$ cat src/rtl/polyeval_pkg.sv
// rtl/polyeval_pkg.sv - constants and state encoding shared by the STP and EVP polynomial stages
package polyeval_pkg;

   localparam int MAX_DEGREE  = 10;
   localparam int COEFF_SLOTS = 11;
   localparam int NUM_POLY    = 8;

   localparam logic [31:0] STATUS_OK        = 32'd0;
   localparam logic [31:0] STATUS_INVALID_N = 32'd1;

   typedef enum logic [2:0] {
      S_IDLE      = 3'd0,
      S_CHECK_N   = 3'd1,
      S_WAIT_DATA = 3'd2,
      S_RD_DATA   = 3'd3,
      S_WR_COEFF  = 3'd4,
      S_WR_N      = 3'd5,
      S_DONE      = 3'd6,
      S_ERROR     = 3'd7
   } poly_state_t;

   // Slot base is slot*11; the largest address (7*11+10 = 87) fits in 7 bits.
   function automatic logic [6:0] coeff_addr(input logic [2:0] slot, input logic [3:0] idx);
      coeff_addr = 7'(slot) * 7'(COEFF_SLOTS) + 7'(idx);
   endfunction

endpackage

$ cat src/rtl/stp_rd_ptr.sv
// rtl/stp_rd_ptr.sv - loadable read pointer that wraps modulo buffer_size
module stp_rd_ptr #(
   parameter int buffer_size = 1024,
   parameter int PTR_W       = 10
) (
   input  logic             clk,
   input  logic             i_load,
   input  logic [PTR_W-1:0] i_load_val,
   input  logic             i_inc,
   output logic [PTR_W-1:0] o_ptr
);

   logic [PTR_W-1:0] r_ptr;

   // Explicit compare so non-power-of-two depths also wrap correctly.
   always_ff @(posedge clk) begin
      if (i_load) begin
         r_ptr <= i_load_val;
      end else if (i_inc) begin
         r_ptr <= (r_ptr == PTR_W'(buffer_size - 1)) ? '0 : r_ptr + PTR_W'(1);
      end
   end

   assign o_ptr = r_ptr;

endmodule

$ cat src/rtl/stp_fsm.sv
// rtl/stp_fsm.sv - STP instruction FSM: copies N+1 coefficients from the data buffer into S[A*11..] and N into N[A]
// STP_CHECKSUM_EN: report a 16-bit wrap-around coefficient sum in status[31:16] on success
module stp_fsm
   import polyeval_pkg::*;
#(
   parameter int word_size   = 16,
   parameter int buffer_size = 1024,
   parameter int PTR_W       = $clog2(buffer_size)
) (
   input  logic                 clk,
   input  logic                 rst,
   input  logic                 rst_instr,
   input  logic                 start_stp,
   input  logic [2:0]           A,
   input  logic [4:0]           N_in,
   input  logic [PTR_W-1:0]     rd_addr_data,
   input  logic [PTR_W:0]       data_count,
   input  logic [word_size-1:0] data_in,
   output logic                 en_rd_data,
   output logic [PTR_W-1:0]     rd_addr_data_out,
   output logic [PTR_W-1:0]     rd_addr_data_updated,
   output logic                 en_wr_S,
   output logic [6:0]           wr_addr_S,
   output logic [word_size-1:0] wr_data_S,
   output logic                 en_wr_N,
   output logic [2:0]           wr_addr_N,
   output logic [4:0]           wr_data_N,
   output logic                 done_stp,
   output logic [31:0]          status
);

   poly_state_t r_state, w_state_nxt;

   logic [2:0]       r_a;
   logic [4:0]       r_n;
   logic [3:0]       r_i;
   logic             w_reset;
   logic             w_last;
   logic             w_ptr_inc;
   logic [PTR_W:0]   w_need;
   logic [PTR_W-1:0] w_ptr;
   logic [31:0]      w_status_ok;

   logic             w_en_rd_nxt, w_en_wr_s_nxt, w_en_wr_n_nxt, w_done_nxt;
   logic [PTR_W-1:0] w_rd_addr_nxt;
   logic [6:0]       w_wr_addr_s_nxt;
   logic [2:0]       w_wr_addr_n_nxt;
   logic [4:0]       w_wr_data_n_nxt;

   logic             r_en_rd, r_en_wr_s, r_en_wr_n, r_done;
   logic [PTR_W-1:0] r_rd_addr_out, r_rd_upd;
   logic [6:0]       r_wr_addr_s;
   logic [2:0]       r_wr_addr_n;
   logic [4:0]       r_wr_data_n;
   logic [31:0]      r_status;

   assign w_reset = rst | ~rst_instr;
   assign w_need  = (PTR_W+1)'(r_n) + (PTR_W+1)'(1);

   stp_rd_ptr #(
      .buffer_size (buffer_size),
      .PTR_W       (PTR_W)
   ) u_rd_ptr (
      .clk        (clk),
      .i_load     (w_reset | ((r_state == S_IDLE) & start_stp)),
      .i_load_val (rd_addr_data),
      .i_inc      (w_ptr_inc),
      .o_ptr      (w_ptr)
   );

   always_comb begin
      w_state_nxt = r_state;
      w_ptr_inc   = 1'b0;
      w_last      = ({1'b0, r_i} == r_n);
      case (r_state)
         S_IDLE:      if (start_stp) w_state_nxt = S_CHECK_N;
         S_CHECK_N:   w_state_nxt = (r_n > 5'(MAX_DEGREE)) ? S_ERROR : S_WAIT_DATA;
         S_WAIT_DATA: if (data_count >= w_need) w_state_nxt = S_RD_DATA;
         S_RD_DATA: begin
            w_ptr_inc   = 1'b1;
            w_state_nxt = S_WR_COEFF;
         end
         S_WR_COEFF:  w_state_nxt = w_last ? S_WR_N : S_RD_DATA;
         S_WR_N:      w_state_nxt = S_DONE;
         S_DONE:      w_state_nxt = S_IDLE;
         S_ERROR:     w_state_nxt = S_IDLE;
         default:     w_state_nxt = S_IDLE;
      endcase

      // Outputs are registered on entry so each strobe is high for exactly its state's cycle.
      w_en_rd_nxt     = (w_state_nxt == S_RD_DATA);
      w_rd_addr_nxt   = w_en_rd_nxt ? w_ptr : '0;
      w_en_wr_s_nxt   = (w_state_nxt == S_WR_COEFF);
      w_wr_addr_s_nxt = w_en_wr_s_nxt ? coeff_addr(r_a, r_i) : '0;
      w_en_wr_n_nxt   = (w_state_nxt == S_WR_N);
      w_wr_addr_n_nxt = w_en_wr_n_nxt ? r_a : '0;
      w_wr_data_n_nxt = w_en_wr_n_nxt ? r_n : '0;
      w_done_nxt      = (w_state_nxt == S_DONE) | (w_state_nxt == S_ERROR);
   end

   always_ff @(posedge clk) begin
      if (w_reset) begin
         r_state       <= S_IDLE;
         r_a           <= '0;
         r_n           <= '0;
         r_i           <= '0;
         r_en_rd       <= 1'b0;
         r_rd_addr_out <= '0;
         r_en_wr_s     <= 1'b0;
         r_wr_addr_s   <= '0;
         r_en_wr_n     <= 1'b0;
         r_wr_addr_n   <= '0;
         r_wr_data_n   <= '0;
         r_done        <= 1'b0;
         r_status      <= '0;
         r_rd_upd      <= rd_addr_data;
      end else begin
         r_state <= w_state_nxt;
         if ((r_state == S_IDLE) && start_stp) begin
            r_a <= A;
            r_n <= N_in;
            r_i <= '0;
         end else if ((r_state == S_WR_COEFF) && !w_last) begin
            r_i <= r_i + 4'd1;
         end
         r_en_rd       <= w_en_rd_nxt;
         r_rd_addr_out <= w_rd_addr_nxt;
         r_en_wr_s     <= w_en_wr_s_nxt;
         r_wr_addr_s   <= w_wr_addr_s_nxt;
         r_en_wr_n     <= w_en_wr_n_nxt;
         r_wr_addr_n   <= w_wr_addr_n_nxt;
         r_wr_data_n   <= w_wr_data_n_nxt;
         r_done        <= w_done_nxt;
         if (w_state_nxt == S_DONE) begin
            r_status <= w_status_ok;
            r_rd_upd <= w_ptr;
         end else if (w_state_nxt == S_ERROR) begin
            r_status <= STATUS_INVALID_N;
            r_rd_upd <= rd_addr_data;
         end
      end
   end

`ifdef STP_CHECKSUM_EN
   logic [15:0] r_csum;

   always_ff @(posedge clk) begin
      if (w_reset || (r_state == S_IDLE)) begin
         r_csum <= '0;
      end else if (r_state == S_WR_COEFF) begin
         r_csum <= r_csum + 16'(data_in);
      end
   end

   assign w_status_ok = {r_csum, 16'h0000};
`else
   assign w_status_ok = STATUS_OK;
`endif

   assign en_rd_data           = r_en_rd;
   assign rd_addr_data_out     = r_rd_addr_out;
   assign rd_addr_data_updated = r_rd_upd;
   assign en_wr_S              = r_en_wr_s;
   assign wr_addr_S            = r_wr_addr_s;
   // The buffer registers its read data, so it is forwarded during the write slot.
   assign wr_data_S            = r_en_wr_s ? data_in : '0;
   assign en_wr_N              = r_en_wr_n;
   assign wr_addr_N            = r_wr_addr_n;
   assign wr_data_N            = r_wr_data_n;
   assign done_stp             = r_done;
   assign status               = r_status;

endmodule

$ cat config.mk
export PLATFORM = sky130hd
export DESIGN_NAME = stp_fsm
export DESIGN_NICKNAME = d
export VERILOG_FILES = /design/src/rtl/polyeval_pkg.sv /design/src/rtl/stp_rd_ptr.sv /design/src/rtl/stp_fsm.sv
export SDC_FILE = /design/constraint.sdc
export NUM_CORES = 1
export LEC_CHECK = 0
export CORE_UTILIZATION = 45
export DETAILED_ROUTE_END_ITERATION = 6
export PLACE_DENSITY = 0.8
export SETUP_SLACK_MARGIN = 0.4
export SLEW_MARGIN = 30
export SYNTH_ARGS = -nofsm -noshare
export SYNTH_HDL_FRONTEND = slang
export SYNTH_HIERARCHICAL = 1
export SYNTH_SLANG_ARGS = --single-unit
$ cat constraint.sdc
create_clock -name clk -period 3.15 [get_ports clk]
set_clock_uncertainty 0.15 [all_clocks]
set_input_delay 0.4725 -clock clk [delete_from_list [all_inputs] [get_ports clk]]
set_output_delay 0.4725 -clock clk [all_outputs]
set_load 0.02 [all_outputs]
After elaboration in Yosys (flattened, before gate mapping)
Index checks and enable logic that the tools add are counted.

Input port bits: 49. Word-level logic and storage cells: 69. Output and inout port bits: 87. Bits in registers: 65.

$mul: 1. Add/subtract/negate cells: 4. Order comparisons: 2. Reductions and logical operators: 12. Mux-type cells: 13. Bitwise operators: 8. Eq/ne operators: 14.

Operators by type and width (count): $mux 10 (6); $eq 3x3->1 const B (8); $pmux 3 s7 (1); $mux 16 (1); $mux 3 (4); $reduce_or 2->1 (6); $ge 11x6->1 (1); $add 10x1->10 const B (1); $eq 10x10->1 const B (1); $eq 3x2->1 const B (3); $add 7x4->7 (1); $mul 3x4->7 const B (1); $add 5x1->6 const B (1); $eq 4x5->1 (1); $gt 5x4->1 const B (1); $add 4x1->4 const B (1); $not 1->1 (4); $eq 3x1->1 const B (1); $logic_not 3->1 (1); $or 1x1->1 (3); $reduce_bool 3->1 (1); $logic_and 1x1->1 (2); $reduce_bool 2->1 (1); $and 1x1->1 (1); other kinds (2) (2).

Depth between registers and ports, before layout
Gate-level depths: netlist of run 1.

Word-level depth: 8. Depth in mapped cells: 10. Gate-level depth less buffers: 9.

Hierarchy
The synthesis of run 1 kept the hierarchy.

By module, submodules not included: stp_fsm (area each 3010.4 µm², instances 1, cells each 292, seq. area each 1201.2 µm²); stp_rd_ptr (area each 686.9 µm², instances 1, cells each 67, seq. area each 300.3 µm²).

Worst setup path after synthesis of run 1
OpenSTA, ideal clock, no wires.

Kind: register -> register. Start: reg r_a[2]. End: reg r_wr_addr_s[5], in the netlist wr_addr_S[5]. Data required time: 2919 ps. Data arrival time: 2246 ps. Setup slack: 674 ps. Stages on the path, launching flop included: 10. Library setup time: 81 ps. Clock period less this slack: 2476 ps. Buffers on the path: 0. Path through: dfxtp_1 ha_1 inv_1 fa_1 inv_1 fa_1 a21o_1 a21oi_1 xnor2_1 nor3b_1.

Longest elaborated chain between the ends: 2.

Ends and longest elaborated chain: from (decl) (RTL line stp_fsm.sv:34) `logic [2:0] r_a;`; from (signal assigned) (RTL line stp_fsm.sv:104) `r_a <= '0;`; from (signal assigned) (RTL line stp_fsm.sv:120) `r_a <= A;`; $mul 3x4->7 (RTL line polyeval_pkg.sv:24) `coeff_addr = 7'(slot) * 7'(COEFF_SLOTS) + 7'(idx);`; $add 7x4->7 (RTL line polyeval_pkg.sv:24); to (signal assigned) (RTL line stp_fsm.sv:129) `r_wr_addr_s <= w_wr_addr_s_nxt;`; to (decl) (RTL line stp_fsm.sv:52) `logic [6:0] r_wr_addr_s;`.

No other way between the ends. A chain may end at the register's enable or synchronous reset.

Final worst setup path of run 1
Same ends and word-level chain as after synthesis.

==> impl_results.html, run 1 <==
<table>
<tr><th>Metric</th><th>Value</th></tr>
<tr><th colspan="2">Outcome</th></tr>
<tr><td>Run status</td><td>complete, no violations</td></tr>
<tr><th colspan="2">Detailed routing</th></tr>
<tr><td>Routed wirelength normalized by instance count</td><td>13.5 um</td></tr>
<tr><td>First-pass iteration count of the detailed router</td><td>4</td></tr>
<tr><td>Final ANT Viol Nets</td><td>0</td></tr>
<tr><td>Total detailed-routing wirelength</td><td>7.66 mm</td></tr>
<tr><td>Number of remaining DRC errors</td><td>0</td></tr>
<tr><td>First DRT Iteration DRCs</td><td>91</td></tr>
<tr><td>Routed via count divided by cell count</td><td>between 4 and 5</td></tr>
<tr><td>Vias after detailed routing</td><td>2816</td></tr>
<tr><th colspan="2">Setup path</th></tr>
<tr><td>CP Buf/Inv Count</td><td>2</td></tr>
<tr><td>CP arrival</td><td>2740 ps</td></tr>
<tr><td>Crit-path slowest cell</td><td>fa_1</td></tr>
<tr><td>Category of cells accounting for the largest share of critical-path delay</td><td>adder cells</td></tr>
<tr><td>Startpoint types</td><td>flip-flop</td></tr>
<tr><td>Critical path peak fanout</td><td>5</td></tr>
<tr><td>Critical path capture point type</td><td>flip-flop</td></tr>
<tr><td>Startpoint-to-endpoint class of the critical path</td><td>flip-flop to flip-flop</td></tr>
<tr><td>Number of cell instances on the worst register-to-register path</td><td>9</td></tr>
<tr><td>Critical-path cell list</td><td>ha_1, inv_1, fa_1, inv_1, fa_1, a21o_1, a21oi_1, xnor2_1, nor3b_1</td></tr>
<tr><td>Stages on the worst setup path</td><td>9</td></tr>
<tr><td>Slowest Stage Delay on Critical Path</td><td>about 490 ps</td></tr>
<tr><td>Critical Path RT</td><td>3250 ps</td></tr>
<tr><th colspan="2">Timing</th></tr>
<tr><td>Post-route setup TNS</td><td>0 ps</td></tr>
<tr><td>Hold violation count in the final report</td><td>0</td></tr>
<tr><td>Setup repair after global routing missed its margin</td><td>no</td></tr>
<tr><td>Portion of the clock cycle consumed by the worst path in the final layout</td><td>between 80% and 90%</td></tr>
<tr><td>Timing-limited maximum frequency</td><td>380 MHz</td></tr>
<tr><td>Post-route worst hold slack</td><td>320 ps</td></tr>
<tr><td>Transition time at the pin with the least slew margin</td><td>770 ps</td></tr>
<tr><td>Max transition margin</td><td>a little under 50%</td></tr>
<tr><td>Final Max Slew Viols</td><td>0</td></tr>
<tr><td>Worst Setup Slack, final</td><td>520 ps</td></tr>
<tr><td>Tmin final</td><td>2630 ps</td></tr>
<tr><td>Total of endpoints with negative setup slack in the final report</td><td>0</td></tr>
<tr><th colspan="2">Power</th></tr>
<tr><td>Net switching share of the total power</td><td>25.6%</td></tr>
<tr><td>Clock network fraction of design power</td><td>between 30% and 40%</td></tr>
<tr><td>Cell Int Power</td><td>~1.4 mW</td></tr>
<tr><td>Total Power</td><td>between 1.5 and 2 mW</td></tr>
<tr><td>Switching power total</td><td>0.494 mW</td></tr>
<tr><td>Leakage power of the design</td><td>1.93 nW</td></tr>
<tr><td>Part of the power in combinational logic</td><td>13.9%</td></tr>
<tr><td>Max rail drop VDD</td><td>0.258 mV</td></tr>
<tr><td>Power per Cell Area</td><td>397 nW/um2</td></tr>
<tr><td>Register share of total power</td><td>48.4%</td></tr>
<tr><th colspan="2">Finish</th></tr>
<tr><td>Share of post-route cells with drive strength above 1</td><td>11.2%</td></tr>
<tr><td># nets final</td><td>532</td></tr>
<tr><td>Area growth from synthesis to layout</td><td>31.5%</td></tr>
<tr><td>Cell area after layout</td><td>4860 um2</td></tr>
<tr><td>ANT cells</td><td>0</td></tr>
<tr><th colspan="2">Synthesis</th></tr>
<tr><td>Cell types with the largest area share after synthesis</td><td>dfxtp_1 (24%), edfxtp_1 (16%), ha_1 (6.8%)</td></tr>
<tr><td>FFs w/ async S/R, synth</td><td>0%</td></tr>
<tr><td>Library cell occupying the most area in the post-synthesis netlist</td><td>dfxtp_1</td></tr>
<tr><td>Number of instances in the synthesized netlist</td><td>between 300 and 400</td></tr>
<tr><td>Count of warnings emitted by yosys</td><td>6</td></tr>
<tr><td>Mapped Area</td><td>3700 um2</td></tr>
<tr><td>Number of distinct library cell variants in the gate-level netlist after synthesis</td><td>60</td></tr>
<tr><td>Number of enable flip-flop cells after synthesis</td><td>20</td></tr>
<tr><td>Number of synthesized register bits</td><td>65</td></tr>
<tr><td>Area fraction of the dominant cell type after synthesis</td><td>around 24%</td></tr>
<tr><td>Fraction of the yosys area taken by sequential cells</td><td>40.6%</td></tr>
<tr><td>Mean instance size in the synthesized netlist</td><td>just over 10 um2</td></tr>
<tr><td>Most instantiated flip-flop cell in the synthesis netlist</td><td>dfxtp_1</td></tr>
<tr><th colspan="2">Placed design</th></tr>
<tr><td>Total of buffers placed on input and output ports</td><td>104</td></tr>
<tr><td>Routability congestion estimate</td><td>approximately 0.78</td></tr>
<tr><td>Placed wire-length estimate after detailed placement</td><td>5.85 mm</td></tr>
<tr><td>Post-placement cell area</td><td>4660 um2</td></tr>
<tr><td>DP Worst Slack</td><td>372 ps</td></tr>
<tr><th colspan="2">Global routing</th></tr>
<tr><td>Global-route usage over all layers</td><td>18.5%</td></tr>
<tr><td>First-pass GRT wire length</td><td>12.4 mm</td></tr>
<tr><td>Aggregate global routing overflow</td><td>0</td></tr>
<tr><td>Via count of the first global-routing pass</td><td>2714</td></tr>
<tr><td>Antenna violations before repair</td><td>0</td></tr>
<tr><td>Maximum number of pins on one net before global-route repair</td><td>32</td></tr>
<tr><th colspan="2">Job</th></tr>
<tr><td>Number of max-capacitance violations reported</td><td>0</td></tr>
<tr><th colspan="2">Min path</th></tr>
<tr><td>Path class of the lowest-slack min-delay path</td><td>flip-flop to flip-flop</td></tr>
<tr><td>Hold depth</td><td>2</td></tr>
<tr><th colspan="2">Die</th></tr>
<tr><td>Height of the chip</td><td>92.6 um</td></tr>
<tr><td>Die Width</td><td>roughly 93 um</td></tr>
<tr><td>I/O pin total</td><td>136</td></tr>
<tr><td>Full die area</td><td>8580 um2</td></tr>
<tr><td>Standard-cell row count</td><td>32</td></tr>
<tr><td>Placeable Area</td><td>roughly 7800 um2</td></tr>
<tr><td>Initial standard-cell utilization of the core</td><td>about 47%</td></tr>
<tr><th colspan="2">CTS</th></tr>
<tr><td>CTS tree</td><td>yes</td></tr>
<tr><td>Clock-pin slew of the registers on the worst-case setup and hold paths</td><td>70 ps</td></tr>
<tr><td>H-tree depth</td><td>3</td></tr>
<tr><td>Total clock sinks</td><td>65</td></tr>
<tr><td>Cell at the root of the clock tree</td><td>clkbuf_8</td></tr>
<tr><td>Buffer count from post-CTS setup fixing</td><td>0</td></tr>
<tr><td>TritonCTS Buffers</td><td>9</td></tr>
<tr><td>Clock latency on the worst-skew pair</td><td>around 340 ps</td></tr>
<tr><td>Maximum buffer depth of the clock tree</td><td>2</td></tr>
</table>
-- registers in the layout, summed over array words and instances, names as in the netlist, 3 cells and up --
register	flops
rd_addr_data_out	10
rd_addr_data_updated	10
u_rd_ptr/o_ptr	10
wr_addr_S	7
r_n	5
wr_data_N	5
r_i	4
r_a	3
r_state	3
wr_addr_N	3
-- layout make-up --
cell class	instances	area [um2]
tap	102	128
multi-input combinational	255	1890
inverter	24	90.1
clock inverter	4	48.8
sequential	65	1500
fill	658	2980
clock buffer	12	156
timing repair buffer	105	1050
-- cells in the mapped netlist, types with 2 or more instances --
master	count
buf_6	3
and4b_1	2
ha_1	20
inv_1	24
a211oi_1	4
nor4b_1	2
mux2_2	10
o21ai_2	2
o21ai_1	2
clkbuf_1	4
nand2_1	29
a2111oi_0	2
o31ai_1	3
and4_1	2
nor4b_2	10
a21o_1	5
nor4_4	2
nor3_1	8
a31oi_1	3
a311oi_1	2
nor2b_1	3
nand3_1	9
xor2_1	7
dfxtp_1	45
nor2_1	13
a21oi_1	12
xnor2_1	10
fa_1	3
edfxtp_1	20
buf_2	5
buf_4	32
and2_1	24
a2111oi_2	2
and3_1	3
o21ai_0	4
nand2b_1	4
-- placed cells by master (no fill, tap or decap), types with 4 or more instances in the layout --
cell,Yosys,layout
inv_1,24,24
a21o_1,5,5
nand3_1,9,9
nor2_1,13,13
ha_1,20,20
edfxtp_1,20,20
nor4b_2,10,10
xnor2_1,10,10
xor2_1,7,7
dfxtp_1,45,43
a21oi_1,12,12
conb_1,1,32
a211oi_1,4,4
mux2_2,10,10
clkbuf_8,0,9
and2_1,24,24
nand2b_1,4,4
nor3_1,8,8
clkdlybuf4s50_1,0,104
nand2_1,29,29
-- layer usage --
layer  GRT usage (%)  wire length, um  vias up
li1                -                -     1390
met1            21.2             3160     1292
met2            33.1             3830      121
met3            3.20              524       13
met4            9.23              155        0
met5               0                0        -
-- kinds of logic after synthesis --
group	synth area share, %
AO/OA/AOI/OAI	9.95
flip-flops	40.6
other	0.101
AND/OR/NAND/NOR	22.0
multiplexers	3.32
buffers and inverters	11.6
XOR/XNOR	4.03
adder cells (fa/ha/maj)	8.39
-- through the flow --
| step | instances | util [%] |
|---|---|---|
| after floorplan | 390 | - |
| after global placement | 551 | 59.3 |
| after detailed placement | 551 | 59.3 |
| after CTS | 567 | 61.9 |
| after global routing | 567 | 62.0 |
| final | 567 | 62.0 |
-- repair_timing --
item                                    CTS  global route
hold buffers                              0             0
endpoints found under the setup margin    0            13
gates resized for setup                   0             2
endpoints found under the hold margin     0             0
-- power groups by stage --
stage | registers, mW | logic (mW) | clock network, mW
final | 0.935 | 0.269 | 0.727
after global routing | 0.940 | 0.294 | 0.773
after floorplan | 0.951 | 0.190 | 0
after CTS | 0.933 | 0.270 | 0.739
after global placement | 0.951 | 0.261 | 0
after detailed placement | 0.952 | 0.268 | 0
-- worst reg2reg max path, delay by kind of cell (launching register included) --
family	cells	cell delay, ps
buffers and inverters	2	120
adder cells (fa/ha/maj)	3	1250
AND/OR/NAND/NOR	1	170
AO/OA/AOI/OAI	2	360
flip-flops	1	360
XOR/XNOR	1	130
-- worst paths after layout --
path / startpoint / to / slack [ps]
max: r_a[2] / wr_addr_S[5] / 520
min: status[0] / status[0] / 320
max reg2reg: r_a[2] / wr_addr_S[5] / 520
min reg2reg: status[0] / status[0] / 320
Note: power is estimated with default switching activity, not from simulation.
==> inputs of run 2 (changes only) <==
CORE_UTILIZATION = 41   (was 45)
PLACE_DENSITY = 0.77   (was 0.8)
clock period = 2.4 ns   (was 3.15 ns; I/O delays follow)
==> run 2 against run 1 <==
Maximum frequency is 10% higher. Hold slack about the same. Count of clock-buffer cells in the layout down 3. Total power is 27% higher. Largest cell class unchanged. Non-clock buffer count is 38 higher. Critical endpoint is now wr_addr_S[3]. Register-to-register slack worse by 500 ps. Combinational power grew 60%.
==> impl_results.html, run 2 (synthesized netlist as in run 1, its figures left out) <==
<table>
<tr><th>Metric</th><th>Value</th></tr>
<tr><th colspan="2">Outcome</th></tr>
<tr><td>Run status</td><td>complete, no violations</td></tr>
<tr><th colspan="2">CTS</th></tr>
<tr><td>CTS tree</td><td>yes</td></tr>
<tr><td>Cell at the root of the clock tree</td><td>clkbuf_8</td></tr>
<tr><td>TritonCTS Buffers</td><td>9 (unchanged)</td></tr>
<tr><td>H-tree depth</td><td>3 (unchanged)</td></tr>
<tr><td>Clock latency on the worst-skew pair</td><td>340 ps (about the same)</td></tr>
<tr><td>Maximum buffer depth of the clock tree</td><td>2 (unchanged)</td></tr>
<tr><td>Total clock sinks</td><td>65 (unchanged)</td></tr>
<tr><td>Clock-pin slew of the registers on the worst-case setup and hold paths</td><td>70 ps (about the same)</td></tr>
<tr><th colspan="2">Timing</th></tr>
<tr><td>Total of endpoints with negative setup slack in the final report</td><td>0 (unchanged)</td></tr>
<tr><td>Tmin final</td><td>2380 ps (-249 ps)</td></tr>
<tr><td>Timing-limited maximum frequency</td><td>420 MHz (+10%)</td></tr>
<tr><td>Portion of the clock cycle consumed by the worst path in the final layout</td><td>99.2% (+16 points)</td></tr>
<tr><td>Setup repair after global routing missed its margin</td><td>yes</td></tr>
<tr><td>Transition time at the pin with the least slew margin</td><td>533 ps (-237 ps)</td></tr>
<tr><td>Max transition margin</td><td>63.5% (+15 points)</td></tr>
<tr><td>Hold violation count in the final report</td><td>0 (unchanged)</td></tr>
<tr><td>Final Max Slew Viols</td><td>0 (unchanged)</td></tr>
<tr><th colspan="2">Min path</th></tr>
<tr><td>Min-Delay Startpoint</td><td>status[0]</td></tr>
<tr><td>Hold Path Sink</td><td>status[0]</td></tr>
<tr><td>Path class of the lowest-slack min-delay path</td><td>flip-flop to flip-flop</td></tr>
<tr><td>Hold depth</td><td>2 (unchanged)</td></tr>
<tr><th colspan="2">Placed design</th></tr>
<tr><td>Routability congestion estimate</td><td>0.859 (+11%)</td></tr>
<tr><td>Total of buffers placed on input and output ports</td><td>104 (unchanged)</td></tr>
<tr><td>Placed wire-length estimate after detailed placement</td><td>6.29 mm (+7.7%)</td></tr>
<tr><td>Post-placement cell area</td><td>4860 um2 (+4.3%)</td></tr>
<tr><th colspan="2">Global routing</th></tr>
<tr><td>Maximum number of pins on one net before global-route repair</td><td>18 (-44%)</td></tr>
<tr><td>Via count of the first global-routing pass</td><td>2926 (+7.8%)</td></tr>
<tr><td>Antenna violations before repair</td><td>0 (unchanged)</td></tr>
<tr><td>Aggregate global routing overflow</td><td>0 (unchanged)</td></tr>
<tr><td>Global-route usage over all layers</td><td>17.9% (-0.61 points)</td></tr>
<tr><td>First-pass GRT wire length</td><td>13.6 mm (+9.4%)</td></tr>
<tr><th colspan="2">Power</th></tr>
<tr><td>Register share of total power</td><td>49.5% (+1.1 points)</td></tr>
<tr><td>Clock network fraction of design power</td><td>33.0% (-4.7 points)</td></tr>
<tr><td>Cell Int Power</td><td>1.76 mW (+22%)</td></tr>
<tr><td>Switching power total</td><td>0.704 mW (+42%)</td></tr>
<tr><td>Total Power</td><td>2.46 mW (+27%)</td></tr>
<tr><td>Power per Cell Area</td><td>456 nW/um2 (+15%)</td></tr>
<tr><td>Part of the power in combinational logic</td><td>17.5% (+3.6 points)</td></tr>
<tr><td>Leakage power of the design</td><td>2.23 nW (+15%)</td></tr>
<tr><td>Net switching share of the total power</td><td>28.6% (+3.0 points)</td></tr>
<tr><td>Max rail drop VDD</td><td>0.263 mV (+1.6%)</td></tr>
<tr><th colspan="2">Setup path</th></tr>
<tr><td>Critical-path cell list</td><td>ha_4, inv_2, fa_1, inv_2, fa_2, buf_6, buf_4, buf_6, xnor2_1, nor3_1</td></tr>
<tr><td>Number of cell instances on the worst register-to-register path</td><td>10 (+1)</td></tr>
<tr><td>Critical path capture point type</td><td>flip-flop</td></tr>
<tr><td>Source of the critical timing path</td><td>r_a[1]</td></tr>
<tr><td>Slowest Stage Delay on Critical Path</td><td>480 ps (about the same)</td></tr>
<tr><td>Critical Path RT</td><td>2510 ps (-740 ps)</td></tr>
<tr><td>Startpoint-to-endpoint class of the critical path</td><td>flip-flop to flip-flop</td></tr>
<tr><td>CP arrival</td><td>2490 ps (-250 ps)</td></tr>
<tr><td>Critical R2R Capture</td><td>wr_addr_S[3]</td></tr>
<tr><td>Crit-path slowest cell</td><td>fa_1</td></tr>
<tr><td>Startpoint types</td><td>flip-flop</td></tr>
<tr><td>Critical path peak fanout</td><td>5 (unchanged)</td></tr>
<tr><td>Reg2Reg Setup Slack</td><td>20 ps (-500 ps)</td></tr>
<tr><td>Startpoint of the most critical register-to-register path</td><td>r_a[1]</td></tr>
<tr><th colspan="2">Finish</th></tr>
<tr><td>Cell area after layout</td><td>5390 um2 (+11%)</td></tr>
<tr><td>Area growth from synthesis to layout</td><td>45.8%</td></tr>
<tr><td># nets final</td><td>570 (+7.1%)</td></tr>
<tr><td>ANT cells</td><td>0 (unchanged)</td></tr>
<tr><td>Number of fill cells</td><td>703 (+6.8%)</td></tr>
<tr><td>Commonest cells after routing, fill and taps aside</td><td>clkdlybuf4s50_1 (88), dfxtp_1 (37), conb_1 (32), buf_4 (31), nand2_1 (28)</td></tr>
<tr><td>Most common cell after layout, fill and taps aside</td><td>clkdlybuf4s50_1</td></tr>
<tr><td>Share of post-route cells with drive strength above 1</td><td>25.0% (+14 points)</td></tr>
<tr><th colspan="2">Detailed routing</th></tr>
<tr><td>First DRT Iteration DRCs</td><td>105 (+15%)</td></tr>
<tr><td>Final ANT Viol Nets</td><td>0 (unchanged)</td></tr>
<tr><td>Total detailed-routing wirelength</td><td>8.75 mm (+14%)</td></tr>
<tr><td>Routed wirelength normalized by instance count</td><td>14.3 um (+5.9%)</td></tr>
<tr><td>Number of remaining DRC errors</td><td>0 (unchanged)</td></tr>
<tr><td>Vias after detailed routing</td><td>3065 (+8.8%)</td></tr>
<tr><td>Routed via count divided by cell count</td><td>5.02 (+1.0%)</td></tr>
<tr><td>First-pass iteration count of the detailed router</td><td>5 (+1)</td></tr>
<tr><th colspan="2">Die</th></tr>
<tr><td>Placeable Area</td><td>8720 um2 (+11%)</td></tr>
<tr><td>I/O pin total</td><td>136 (unchanged)</td></tr>
<tr><td>Height of the chip</td><td>97.0 um (+4.7%)</td></tr>
<tr><td>Standard-cell row count</td><td>34 (+6.3%)</td></tr>
<tr><td>Full die area</td><td>9400 um2 (+9.5%)</td></tr>
<tr><td>Initial standard-cell utilization of the core</td><td>42.4% (-4.7 points)</td></tr>
<tr><td>Die Width</td><td>97.0 um (+4.7%)</td></tr>
<tr><th colspan="2">Job</th></tr>
<tr><td>Number of max-capacitance violations reported</td><td>0 (unchanged)</td></tr>
</table>
run 2: changes by cell type in the layout (fill, tap and decap cells not counted), sizes merged:
cell	delta
dlygate4sd2	+16
clkbuf	-3
bufinv	-1
clkdlybuf4s50	-16
buf	+38
clkinv	+4
run 2: how the worst max path moves through the flow:
stage               slack [ps]  depth (start not counted)                end
finish                      20                         10       wr_addr_S[3]
global route               -70                          9       wr_addr_S[5]
CTS                         40                          9       wr_addr_S[5]
detailed placement        -150                          5  u_rd_ptr/o_ptr[5]
global placement          -100                          6          status[0]
floorplan                  150                          9       wr_addr_S[5]
run 2: worst max-delay path, delay by kind of cell (launching register included):
kind	cells	cell delay (ps)
fa+ha+maj	3	1100
buf+inv	5	430
flops	1	370
simple gates	1	130
xor+xnor	1	120
run 2: power groups by stage:
stage / Clock (mW) / Sequential [mW] / Combinational, mW
4_1_cts: 0.828 / 1.22 / 0.402
5_1_grt: 0.880 / 1.22 / 0.464
6_report: 0.811 / 1.22 / 0.431
2_1_floorplan: 0 / 1.25 / 0.255
3_3_place_gp: 0 / 1.24 / 0.373
3_5_place_dp: 0 / 1.25 / 0.383
run 2: metal layers:
layer	part of all wire (%)	global-route usage [%]	up-vias
met3	6.1	4.70	19
met2	54	33.2	131
met5	0	0	-
li1	-	-	1466
met1	38	19.1	1449
met4	2.1	7.35	0
run 2: through the flow:
stage / setup WS [ps] / utilization (%) / hold WS, ps / cells / setup TNS (ps)
global placement: -101 / 55.7 / 323 / 574 / -453
detailed placement: -155 / 55.7 / 308 / 574 / -1610
floorplan: 148 / - / 313 / 390 / 0
CTS: 43.2 / 58.8 / 326 / 598 / 0
global route: -66.6 / 61.8 / 350 / 611 / -641
finish: 18.5 / 61.8 / 320 / 611 / 0
run 2: repair_timing:
action / CTS / global route
setup buffers: 8 / 13
setup endpoints to repair: 63 / 52
pin swaps: 6 / 8
hold buffers: 0 / 0
gates resized for setup: 29 / 28
run 2: area by class of cell:
| type | count | area, um2 | area share, % |
|---|---|---|---|
| clock inverters | 7 | 46.3 | 0.859 |
| inverters | 24 | 90.1 | 1.67 |
| well taps | 108 | 135 | 2.51 |
| clock buffers | 9 | 124 | 2.30 |
| repair buffers | 143 | 1370 | 25.4 |
| multi-input cells | 255 | 2100 | 38.9 |
| flip-flops and latches | 65 | 1530 | 28.3 |
==> inputs of run 3 (changes only) <==
CORE_MARGIN = 2   (was unset)
SLEW_MARGIN = 15   (was 30)
==> run 3 against run 2 <==
The flow now finishes with violations (setup timing). Routed wire length fell by 1.4%. Die area up 4.2%. Via count is 1.7% lower. Register-to-register slack worse by 20 ps. Non-clock buffer count down 6. Count of clock-buffer cells in the layout up 2. Sequential power barely moved. Setup slack got worse by 20 ps. Sequential share of layout area increased by 0.28 points. Critical endpoint is now wr_addr_S[5]. Critical path depth down 1. First-iteration DRC count shrank 17%.
==> impl_results.html, run 3 (synthesized netlist as in run 1, its figures left out) <==
<table>
<tr><th>Metric</th><th>Value</th></tr>
<tr><th colspan="2">Detailed routing</th></tr>
<tr><td>Routed wirelength normalized by instance count</td><td>14.2 um (-0.59%)</td></tr>
<tr><td>Final ANT Viol Nets</td><td>0 (unchanged)</td></tr>
<tr><td>Total detailed-routing wirelength</td><td>8.62 mm (-1.4%)</td></tr>
<tr><td>First-pass iteration count of the detailed router</td><td>4 (-1)</td></tr>
<tr><td>Number of remaining DRC errors</td><td>0 (unchanged)</td></tr>
<tr><td>First DRT Iteration DRCs</td><td>87 (-17%)</td></tr>
<tr><td>Routed via count divided by cell count</td><td>4.97 (-0.89%)</td></tr>
<tr><td>Vias after detailed routing</td><td>3013 (-1.7%)</td></tr>
<tr><th colspan="2">Global routing</th></tr>
<tr><td>Gr busiest metal</td><td>met2</td></tr>
<tr><td>Met1 Usage GRT</td><td>19.9% (+0.81 points)</td></tr>
<tr><td>First-pass GRT wire length</td><td>13.2 mm (-2.5%)</td></tr>
<tr><td>Antenna violations before repair</td><td>0 (unchanged)</td></tr>
<tr><td>Maximum number of pins on one net before global-route repair</td><td>18 (unchanged)</td></tr>
<tr><td>GR Layer Usage met2</td><td>29.4% (-3.8 points)</td></tr>
<tr><td>Aggregate global routing overflow</td><td>0 (unchanged)</td></tr>
<tr><td>Via count of the first global-routing pass</td><td>2843 (-2.8%)</td></tr>
<tr><td>GRT met3 Usage</td><td>3.40% (-1.3 points)</td></tr>
<tr><td>Global-route usage over all layers</td><td>16.7% (-1.2 points)</td></tr>
<tr><th colspan="2">Timing</th></tr>
<tr><td>Timing-limited maximum frequency</td><td>416 MHz (-0.82%)</td></tr>
<tr><td>Setup repair after global routing missed its margin</td><td>yes</td></tr>
<tr><td>Post-route setup TNS</td><td>-1.33 ps (-1.33 ps)</td></tr>
<tr><td>Worst Setup Slack, final</td><td>-1.33 ps (-19.8 ps)</td></tr>
<tr><td>Portion of the clock cycle consumed by the worst path in the final layout</td><td>100% (+0.82 points)</td></tr>
<tr><td>Tmin final</td><td>2400 ps (+19.8 ps)</td></tr>
<tr><td>Final Max Slew Viols</td><td>0 (unchanged)</td></tr>
<tr><td>Total of endpoints with negative setup slack in the final report</td><td>1 (+1)</td></tr>
<tr><td>Transition time at the pin with the least slew margin</td><td>547 ps (+13.2 ps)</td></tr>
<tr><td>Hold violation count in the final report</td><td>0 (unchanged)</td></tr>
<tr><td>Max transition margin</td><td>63.3% (-0.22 points)</td></tr>
<tr><th colspan="2">Outcome</th></tr>
<tr><td>Run status</td><td>complete, but fails checks</td></tr>
<tr><td>Violated checks</td><td>setup timing</td></tr>
<tr><th colspan="2">Finish</th></tr>
<tr><td>Cell area after layout</td><td>5340 um2 (-0.97%)</td></tr>
<tr><td>Number of fill cells</td><td>717 (+2.0%)</td></tr>
<tr><td>Most common cell after layout, fill and taps aside</td><td>clkdlybuf4s50_1</td></tr>
<tr><td>ANT cells</td><td>0 (unchanged)</td></tr>
<tr><td># nets final</td><td>565 (-0.88%)</td></tr>
<tr><td>Share of post-route cells with drive strength above 1</td><td>25.1% (+0.051 points)</td></tr>
<tr><td>Area growth from synthesis to layout</td><td>44.4%</td></tr>
<tr><td>Commonest cells after routing, fill and taps aside</td><td>clkdlybuf4s50_1 (88), dfxtp_1 (37), conb_1 (32), buf_4 (28), nand2_1 (27)</td></tr>
<tr><th colspan="2">CTS</th></tr>
<tr><td>Clock latency on the worst-skew pair</td><td>340 ps (about the same)</td></tr>
<tr><td>Hold buffers post-CTS</td><td>0 (unchanged)</td></tr>
<tr><td>Clock-pin slew of the registers on the worst-case setup and hold paths</td><td>70 ps (about the same)</td></tr>
<tr><td>TritonCTS Buffers</td><td>9 (unchanged)</td></tr>
<tr><td>Cell at the root of the clock tree</td><td>clkbuf_8</td></tr>
<tr><td>H-tree depth</td><td>3 (unchanged)</td></tr>
<tr><td>Maximum buffer depth of the clock tree</td><td>2 (unchanged)</td></tr>
<tr><td>Total clock sinks</td><td>65 (unchanged)</td></tr>
<tr><td>CTS tree</td><td>yes</td></tr>
<tr><th colspan="2">Setup path</th></tr>
<tr><td>Critical Path RT</td><td>2510 ps (about the same)</td></tr>
<tr><td>Startpoint types</td><td>flip-flop</td></tr>
<tr><td>Startpoint-to-endpoint class of the critical path</td><td>flip-flop to flip-flop</td></tr>
<tr><td>CP arrival</td><td>2510 ps (+20 ps)</td></tr>
<tr><td>Critical path capture point type</td><td>flip-flop</td></tr>
<tr><td>Critical path peak fanout</td><td>4 (-1)</td></tr>
<tr><td>Number of cell instances on the worst register-to-register path</td><td>9 (-1)</td></tr>
<tr><th colspan="2">Power</th></tr>
<tr><td>Power per Cell Area</td><td>474 nW/um2 (+3.8%)</td></tr>
<tr><td>Leakage power of the design</td><td>2.18 nW (-2.3%)</td></tr>
<tr><td>Max rail drop VDD</td><td>0.214 mV (-18%)</td></tr>
<tr><th colspan="2">Die</th></tr>
<tr><td>Standard-cell row count</td><td>34 (unchanged)</td></tr>
<tr><td>I/O pin total</td><td>136 (unchanged)</td></tr>
<tr><td>Full die area</td><td>9790 um2 (+4.2%)</td></tr>
<tr><td>Initial standard-cell utilization of the core</td><td>42.4% (unchanged)</td></tr>
<tr><td>Die Width</td><td>99.0 um (+2.1%)</td></tr>
<tr><td>Placeable Area</td><td>8720 um2 (unchanged)</td></tr>
<tr><td>Height of the chip</td><td>99.0 um (+2.1%)</td></tr>
<tr><th colspan="2">Placed design</th></tr>
<tr><td>DP Worst Slack</td><td>-136 ps (+18.8 ps)</td></tr>
<tr><td>Placed wire-length estimate after detailed placement</td><td>6.29 mm (-0.10%)</td></tr>
<tr><td>Routability congestion estimate</td><td>0.884 (+2.9%)</td></tr>
<tr><td>Total of buffers placed on input and output ports</td><td>104 (unchanged)</td></tr>
<tr><td>Post-placement cell area</td><td>4850 um2 (about the same)</td></tr>
<tr><th colspan="2">Job</th></tr>
<tr><td>Number of max-capacitance violations reported</td><td>0 (unchanged)</td></tr>
<tr><th colspan="2">Min path</th></tr>
<tr><td>Hold depth</td><td>2 (unchanged)</td></tr>
<tr><td>Path class of the lowest-slack min-delay path</td><td>flip-flop to flip-flop</td></tr>
</table>
## run 3: changes by cell type in the layout (fill, tap and decap cells not counted), moves of 2 or more
cell      previous run  this run
buf_4               31        28
buf_12               3         1
and2_4               1         5
clkbuf_1             0         2
nor4_2               0         2
and2_1              23        19
## run 3: cell type report
class	instances	area, um2	share of cell area [%]
inverter	24	90.1	1.69
clock buffer	11	131	2.46
tap	108	135	2.53
clock inverter	5	56.3	1.05
multi-input combinational	256	2100	39.4
timing repair buffer	137	1300	24.3
sequential	65	1530	28.6
## run 3: layer usage
layer,wire length (um),share of wire (%)
met1,3550,41
met2,4320,50
met5,0,0
met3,652,7.6
met4,95,1.1
## run 3: worst max-delay path, stage by stage, from the launching register on
cell and delay (ps):
dfxtp_4 370, ha_4 260, inv_2 30, fa_1 480, inv_2 50, fa_2 330, a21o_1 180, a21oi_2 170
xnor2_1 140, nor3b_2 160
## run 3: repair_timing
action,4_1_cts,5_1_grt
buffers inserted,8,7
pin swaps,7,11
resized for setup,30,30
gates cloned,0,1
setup endpoints to repair,46,47
## run 3: stage by stage
step / util (%) / cells / hold WS (ps) / total power [mW]
final: 61.2 / 606 / 320 / 2.53
after global routing: 61.2 / 606 / 358 / 2.63
after detailed placement: 55.7 / 574 / 315 / 1.63
after CTS: 59.2 / 598 / 327 / 2.53
after floorplan: - / 390 / 313 / 1.50
after global placement: 55.7 / 574 / 323 / 1.62
## run 3: power by group
| group | total (mW) | switching (mW) | internal (mW) | leakage, nW |
|---|---|---|---|---|
| Combinational | 0.426 | 0.216 | 0.210 | 1.51 |
| Clock | 0.885 | 0.406 | 0.478 | 0.0933 |
| Sequential | 1.22 | 0.0469 | 1.17 | 0.575 |
| Total | 2.53 | 0.669 | 1.86 | 2.18 |
## run 3: path summary, 6_finish.rpt
check | start | to | slack [ps]
worst max-delay path | r_a[1] | wr_addr_S[5] | -1
worst min-delay path | status[0] | status[0] | 320
worst max register to register | r_a[1] | wr_addr_S[5] | -1
worst min register to register | status[0] | status[0] | 320
